[config.mk]
export PLATFORM = sky130hd
export DESIGN_NAME = button_event
export DESIGN_NICKNAME = d
export VERILOG_FILES = /design/src/rtl/button_pkg.sv /design/src/rtl/button_event_hold_timer.sv /design/src/rtl/button_event.sv
export SDC_FILE = /design/constraint.sdc
export NUM_CORES = 1
export LEC_CHECK = 0
export BUFFER_PORTS_ARGS = -buffer_cell sky130_fd_sc_hd__buf_2
export CAP_MARGIN = 5
export CORE_MARGIN = 1
export CORE_UTILIZATION = 50
export DETAILED_ROUTE_END_ITERATION = 8
export PLACE_DENSITY_LB_ADDON = 0.3
export SLEW_MARGIN = 15
export SYNTH_ARGS = -nofsm -noshare
export SYNTH_HDL_FRONTEND = slang
export SYNTH_HIERARCHICAL = 1
export SYNTH_SLANG_ARGS = --single-unit
[constraint.sdc]
create_clock -name CLK -period 6.36 [get_ports CLK]
set_input_delay 0.318 -clock CLK [delete_from_list [all_inputs] [get_ports CLK]]
set_output_delay 0.318 -clock CLK [all_outputs]
set_load 0.02 [all_outputs]
[src/rtl/button_pkg.sv]
// Shared definitions for the button event generator: FSM state encoding and
// the default "pressed" input level.
package button_pkg;

    typedef enum logic [1:0] {
        ST_IDLE    = 2'd0,
        ST_PRESSED = 2'd1,
        ST_LONG    = 2'd2,
        ST_REPEAT  = 2'd3
    } state_t;

    localparam logic ACTIVE_LEVEL_DEFAULT = 1'b1;

endpackage

[src/rtl/button_event_hold_timer.sv]
// Hold timer: up-counter with synchronous clear and count-enable, flagging
// when the count equals a runtime-selected terminal value.
module hold_timer #(
    parameter int unsigned CNT_W = 16
) (
    input  logic             clk,
    input  logic             reset_n,
    input  logic             clear,
    input  logic             count_en,
    input  logic [CNT_W-1:0] terminal,
    output logic             match
);

    logic [CNT_W-1:0] count;

    always_ff @(posedge clk) begin
        if (!reset_n) begin
            count <= '0;
        end else if (clear) begin
            count <= '0;
        end else if (count_en) begin
            count <= count + 1'b1;
        end
    end

    assign match = (count == terminal);

endmodule

[src/rtl/button_event.sv]
// Button event generator: registered press/release/long/repeat pulses from a
// debounced level. Auto-repeat is built only with BUTTON_EVENT_REPEAT_EN.
// The release and repeat outputs are named release_pulse and repeat_pulse
// because release and repeat are reserved words.
import button_pkg::*;

module button_event #(
    parameter logic        ACTIVE_LEVEL  = ACTIVE_LEVEL_DEFAULT,
    parameter int unsigned CNT_W         = 16,
    parameter int unsigned LONG_COUNT    = 50000,
    parameter int unsigned REPEAT_PERIOD = 10000
) (
    input  logic CLK,
    input  logic reset_n,
    input  logic enable,
    input  logic in,
    output logic press,
    output logic release_pulse,
    output logic long_press,
    output logic repeat_pulse,
    output logic held
);

    state_t state_q, state_d;
    logic   prev;
    logic   press_edge, release_edge;
    logic   press_d, release_d, long_d, repeat_d;
    logic   timer_clear, timer_en, timer_match;
    logic [CNT_W-1:0] terminal;

    assign press_edge   = (in == ACTIVE_LEVEL) && (prev != ACTIVE_LEVEL);
    assign release_edge = (in != ACTIVE_LEVEL) && (prev == ACTIVE_LEVEL);
    assign terminal     = (state_q == ST_PRESSED) ? CNT_W'(LONG_COUNT - 1)
                                                  : CNT_W'(REPEAT_PERIOD - 1);

    always_ff @(posedge CLK) begin
        if (!reset_n) begin
            state_q       <= ST_IDLE;
            prev          <= ~ACTIVE_LEVEL;
            press         <= 1'b0;
            release_pulse <= 1'b0;
            long_press    <= 1'b0;
            repeat_pulse  <= 1'b0;
            held          <= 1'b0;
        end else begin
            state_q       <= state_d;
            prev          <= in;
            press         <= press_d;
            release_pulse <= release_d;
            long_press    <= long_d;
            repeat_pulse  <= repeat_d;
            held          <= (state_d != ST_IDLE);
        end
    end

    always_comb begin
        state_d   = state_q;
        press_d   = 1'b0;
        release_d = 1'b0;
        long_d    = 1'b0;
        repeat_d  = 1'b0;
        if (!enable) begin
            state_d = ST_IDLE;
        end else begin
            case (state_q)
                ST_IDLE: begin
                    if (press_edge) begin
                        state_d = ST_PRESSED;
                        press_d = 1'b1;
                    end
                end
                ST_PRESSED: begin
                    if (release_edge) begin
                        state_d   = ST_IDLE;
                        release_d = 1'b1;
                    end else if (timer_match) begin
                        state_d = ST_LONG;
                        long_d  = 1'b1;
                    end
                end
                ST_LONG: begin
                    if (release_edge) begin
                        state_d   = ST_IDLE;
                        release_d = 1'b1;
`ifdef BUTTON_EVENT_REPEAT_EN
                    end else if (timer_match) begin
                        state_d  = ST_REPEAT;
                        repeat_d = 1'b1;
`endif
                    end
                end
                ST_REPEAT: begin
                    if (release_edge) begin
                        state_d   = ST_IDLE;
                        release_d = 1'b1;
                    end else if (timer_match) begin
                        repeat_d = 1'b1;
                    end
                end
                default: state_d = ST_IDLE;
            endcase
        end

        // Every event restarts the timer, so the terminal compare never sees a wrap.
        timer_clear = (state_d == ST_IDLE) || press_d || release_d || long_d || repeat_d;
`ifdef BUTTON_EVENT_REPEAT_EN
        timer_en    = !timer_clear;
`else
        timer_en    = !timer_clear && (state_d != ST_LONG);
`endif
    end

    hold_timer #(
        .CNT_W (CNT_W)
    ) u_hold_timer (
        .clk      (CLK),
        .reset_n  (reset_n),
        .clear    (timer_clear),
        .count_en (timer_en),
        .terminal (terminal),
        .match    (timer_match)
    );

endmodule

==> flow_summary.toml, run 1 <==
[power_and_ir_drop]
ir_worst_vdd_v = 0.000182
p_per_area_nw_per_um2 = 174
finalPower_uw = 233
p_leak_uw = 0.000442

[worst_hold_path]
hold-path-cell-count = 2
hp-start = "reset_n"
holdPathEnd = "prev"
hp-class = "in2reg"

[place]
pre_cts_ws_ns = 3.56
place_hpwl_mm = 1.64
place_area_um2 = 1320
port_buffers = 8
gp_congestion = 0.870

[floorplan]
die_w_um = 52.3
num_rows = 17
die_area_um2 = 2740
core-area_um2 = 2300
ios = 9
die-height_um = 52.3
initial_utilization = 0.551

[timing]
rsz0062_at_grt = "no"
fin_crit_ns = 2.89
maxSlewViolCount = 0
worst_pin_slew_ns = 0.599
layout_setup_ws_ns = 3.47
finalSetupViolations = 0
fmax_ghz = 0.346
tns_ns = 0
relSlewSlack = 0.597
holdWs_ns = 0.278
period_share = 0.454
hold_viol = 0
fin_skew_ns = 0.00228

[routing]
wl_mm = 2.19
drtAntennaViolNets = 0
vias = 938
route.detailed.drc = 0
viasPerCell = 5.30
avgRoutedWirePerCell_um = 12.4
drt_pass1_iterations = 4
drt_iter0_markers = 16

[worst_setup_path]
crit_path_max_fanout = 16
path_cells = "or2b_2 -> inv_1 -> xnor2_1 -> nand4_1 -> nor4_1 -> nand2_1 -> nand4_1 -> nand2b_1 -> nor2_1"
critPathBufInv = 1
rr_startpoint = "state_q[0]"
crit_type = "reg2reg"
worstReg2RegEnd = "u_hold_timer/count[0]"
r2r_setup_slack_ns = 3.47
end_kind = "register"
cpMostUsedCell = "nand4_1"
cp.arrival_ns = 3.07
cp.depth = 9
startpoint_type = "register"
slowest_stage = "nor4_1"
critPathMaxStageDelay_ns = 0.56
worstPathRequired_ns = 6.54
path_delay_family = "simple AND/OR/NAND/NOR gates"
r2r_cells = 9

[yosys]
synth_top_area_cell = "dfxtp_1"
synthDistinctLibCells = 36
synth_edf_count = 0
netlist_area_um2 = 1260
synth_top_area_frac = 0.380
synth_ff_type = "dfxtp_1"
syn_avg_cell_area_um2 = 9.30
ys_seq_area_frac = 0.380
ys_seq_elements = 24
async_reset_ff_frac = 0
yosys-top-cells-area = "dfxtp_1 (38%), xnor2_1 (12%), xor2_1 (6.2%)"
syn_inst = 136
synth-warning-count = 6

[grt]
grt_use_total = 0.191
grt_max_degree = 17
grt_pass1_wl_mm = 3.84
grt_pass1_vias = 886
antenna_found_initial = 0
overflow = 0

[clocking]
root_buffer = "clkbuf_4"
post_cts_resized = 0
clk_latency_ns = 0.31
clkTransAtPathRegs_ns = 0.12
cts_buffers = 3
h-tree-depth = 1
cts_setup_buffers = 0
clock-sinks = 24
clockBufferDepth = 2
cts_tree = "built"
cts_hold_buf = 0

[final_layout]
fill_cells = 220
final_nets = 156
syn2layout_area_growth_pct = 5.74
fin_area_um2 = 1340
layout-drive-gt1-share = 0.121
antenna_cells = 0

[flow_run]
maxCapViolCount = 0

[status]
status = "finished clean"
[state kept, by name, indices dropped and copies added, names as in the netlist]
name / flops
held: 1
long_press: 1
press: 1
prev: 1
release_pulse: 1
repeat_pulse: 1
state_q: 2
u_hold_timer/count: 16
[worst register-to-register path, stage by stage, from the launching register on]
cell      delay, ns
dfxtp_1        0.50
or2b_2         0.37
inv_1          0.14
xnor2_1        0.14
nand4_1        0.11
nor4_1         0.56
nand2_1        0.20
nand4_1        0.12
nand2b_1       0.50
nor2_1         0.12
[routing by layer]
metal	share of wire	up-vias	global-route usage
met5	0	-	0
met4	0.0064	0	0.0263
met3	0.029	2	0.0609
met2	0.49	13	0.321
met1	0.47	438	0.241
li1	-	485	-
[cell type report]
| cell class | instances | area [um^2] | area share |
|---|---|---|---|
| clock buffer | 3 | 22.5 | 0.0168 |
| inverter | 1 | 3.75 | 0.00281 |
| multi-input combinational | 113 | 756 | 0.565 |
| sequential | 24 | 480 | 0.359 |
| tap | 28 | 35.0 | 0.0262 |
| timing repair buffer | 8 | 40.0 | 0.0299 |
[worst max path at each step]
stage               start                     to  slack [ns]
2_1_floorplan  state_q[0]  u_hold_timer/count[0]        3.83
3_3_place_gp   state_q[0]  u_hold_timer/count[9]        3.67
3_5_place_dp   state_q[0]  u_hold_timer/count[0]        3.56
4_1_cts        state_q[0]  u_hold_timer/count[0]        3.54
5_1_grt        state_q[0]  u_hold_timer/count[0]        3.26
6_report       state_q[0]  u_hold_timer/count[0]        3.47
[power by group]
group	switching [uW]	internal [uW]
Sequential	1.30	151
Combinational	8.70	7.55
Clock	41.6	22.1
[layout by cell type, fill, tap and decap left out, types with 3 or more instances in the layout]
cell,synthesis,layout
nand2_1,7,7
xor2_1,9,9
and2_1,3,3
and4_1,3,3
o21ai_0,4,4
clkbuf_4,0,3
a21oi_1,5,5
conb_1,2,11
nand3_1,3,3
or3_1,4,4
dfxtp_1,24,24
nand4_1,10,10
xnor2_1,18,18
buf_2,0,8
nor2_1,12,12
[through the flow]
step | utilization | cells
after floorplan | - | 145
after global placement | 0.572 | 174
after detailed placement | 0.572 | 174
after CTS | 0.582 | 177
after global routing | 0.582 | 177
final | 0.582 | 177
[kinds of logic (layout without fill, tap and decap cells)]
group | after synthesis | after routing | share of synthesized area
and+or+nand+nor | 60 | 60 | 0.299
xor gates and xnor gates | 27 | 27 | 0.187
DFF | 24 | 24 | 0.380
AOI/OAI and AO/OA | 13 | 13 | 0.0613
buffers and inverters | 8 | 12 | 0.0494
other | 2 | 11 | 0.00594
adders and majority gates | 1 | 1 | 0.00989
muxes | 1 | 1 | 0.00791
[synthesized netlist by cell type (2+ instances only)]
cell / n
and3_2: 2
or3_1: 4
nor2_1: 12
and4_1: 3
and2_1: 3
dfxtp_1: 24
o21ai_0: 4
buf_4: 2
nor4_1: 2
nor2b_1: 2
o21bai_1: 2
nand2_1: 7
conb_1: 2
xor2_1: 9
buf_6: 2
nand3_1: 3
a21oi_1: 5
nand2b_1: 2
xnor2_1: 18
nand3_4: 2
clkbuf_1: 2
nand4_1: 10
Note: power is estimated with default switching activity, not from simulation.
==> run 2, diff against run 1 <==
clock period = 2.71 ns   (was 6.36 ns; I/O delays follow)
==> run 2 against run 1 <==
  * Hold slack lost 0.18 ns
  * Clock-buffer cell count is the same
  * Largest power group unchanged
  * Combinational power grew to 2.5 times the previous value
  * Sequential share of layout area shrank 0.79 points
  * Utilization grew 1.3 points
  * Wire length grew 3.1%
  * Cell area grew 2.2%
==> flow_summary.toml, run 2 (synthesized netlist as in run 1, its figures left out) <==
[status]
status = "finished clean"

[worst_setup_path]
crit_path_max_fanout = 9
end_kind = "register"
worstPathRequired_ns = 2.95
slowest_stage = "dfxtp_1"
critPathBufInv = 1
cp.arrival_ns = 2.76
crit_type = "reg2reg"
path_cells = "or2b_2 -> inv_1 -> xnor2_1 -> nand4_1 -> nor4_1 -> and4b_1 -> and4_1 -> nand3_4 -> or3_1 -> a21oi_1"
path_delay_family = "simple AND/OR/NAND/NOR gates"
critPathMaxStageDelay_ns = 0.40
startpoint_type = "register"

[grt]
grt_use_total = 0.198
antenna_found_initial = 0
overflow = 0
grt_pass1_wl_mm = 3.97
grt_pass1_vias = 910
grt_max_degree = 17

[clocking]
clk_latency_ns = 0.31
cts_buffers = 3
root_buffer = "clkbuf_4"
cts_tree = "built"
cts_setup_buffers = 0
h-tree-depth = 1
clock-sinks = 24
clkTransAtPathRegs_ns = 0.12
post_cts_resized = 0
cts_hold_buf = 0
clockBufferDepth = 2

[timing]
fin_crit_ns = 2.52
fmax_ghz = 0.397
rsz0062_at_grt = "no"
hold_viol = 0
maxSlewViolCount = 0
tns_ns = 0
period_share = 0.930
finalSetupViolations = 0
fin_skew_ns = 0.00603

[place]
gp_congestion = 0.829
place_hpwl_mm = 1.73
place_area_um2 = 1350
port_buffers = 8

[floorplan]
num_rows = 17
initial_utilization = 0.551
ios = 9
die-height_um = 52.3
die_area_um2 = 2740
die_w_um = 52.3
core-area_um2 = 2300

[final_layout]
final_nets = 160
top_regs = "u_hold_timer/count: 16 flops, state_q: 2 flops"
largest_reg_flops = 16
regMostFlops = "u_hold_timer/count"
fill_cells = 212
antenna_cells = 0
fin_area_um2 = 1370
layout-drive-gt1-share = 0.144
final_cell_mix = "dfxtp_1 (24), xnor2_1 (18), nor2_1 (12)"
final_common_cell = "dfxtp_1"
syn2layout_area_growth_pct = 8.11

[routing]
wl_mm = 2.26
drt_iter0_markers = 13
avgRoutedWirePerCell_um = 12.5
drt_pass1_iterations = 4
viasPerCell = 5.33
route.detailed.drc = 0
vias = 964
drtAntennaViolNets = 0

[flow_run]
maxCapViolCount = 0

[power_and_ir_drop]
finalPower_uw = 551
ir_worst_vdd_v = 0.000322
p_per_area_nw_per_um2 = 403
p_leak_uw = 0.000463

[worst_hold_path]
hp-class = "in2reg"
## run 2: changes by cell type in the layout (fill, tap and decap cells not counted), sizes merged
cell and delta:
buf +4
## run 2: worst register-to-register path, cell delays in order (launching register included)
cell and delay (ns):
dfxtp_1 0.40, or2b_2 0.36, inv_1 0.14, xnor2_1 0.10
nand4_1 0.12, nor4_1 0.08, and4b_1 0.28, and4_1 0.34
nand3_4 0.13, or3_1 0.37, a21oi_1 0.15
## run 2: final cells by class
cell class	instances	area, um^2	area share
clock buffers	3	22.5	0.0165
repair buffers	12	70.1	0.0512
well taps	28	35.0	0.0256
flip-flops and latches	24	480	0.351
inverters	1	3.75	0.00274
multi-input cells	113	756	0.553
## run 2: power breakdown
part	internal [uW]	switching, uW
sequential	355	1.91
combinational	19.3	21.9
clock	52.0	100
## run 2: metrics by stage
step	std cells	hold WS (ns)	worst slack, ns	utilization
floorplan	145	0.257	0.180	-
global placement	178	0.407	0.362	0.586
detailed placement	178	0.427	0.240	0.586
CTS	181	0.0870	0.175	0.595
global route	181	0.0972	0.0391	0.595
finish	181	0.103	0.190	0.595
## run 2: per-layer routing
metal	global-route usage	wire length, um
met2	0.321	1090
met1	0.248	1080
met4	0.0789	30
met3	0.0522	63
met5	0	0
## run 2: final timing paths
path	start	end	slack [ns]	cells after the start
setup reg to reg	state_q[1]	u_hold_timer/count[15]	0.19	10
hold reg to reg	u_hold_timer/count[11]	u_hold_timer/count[11]	0.53	2
hold / removal	reset_n	prev	0.10	2
setup / recovery	state_q[1]	u_hold_timer/count[15]	0.19	10
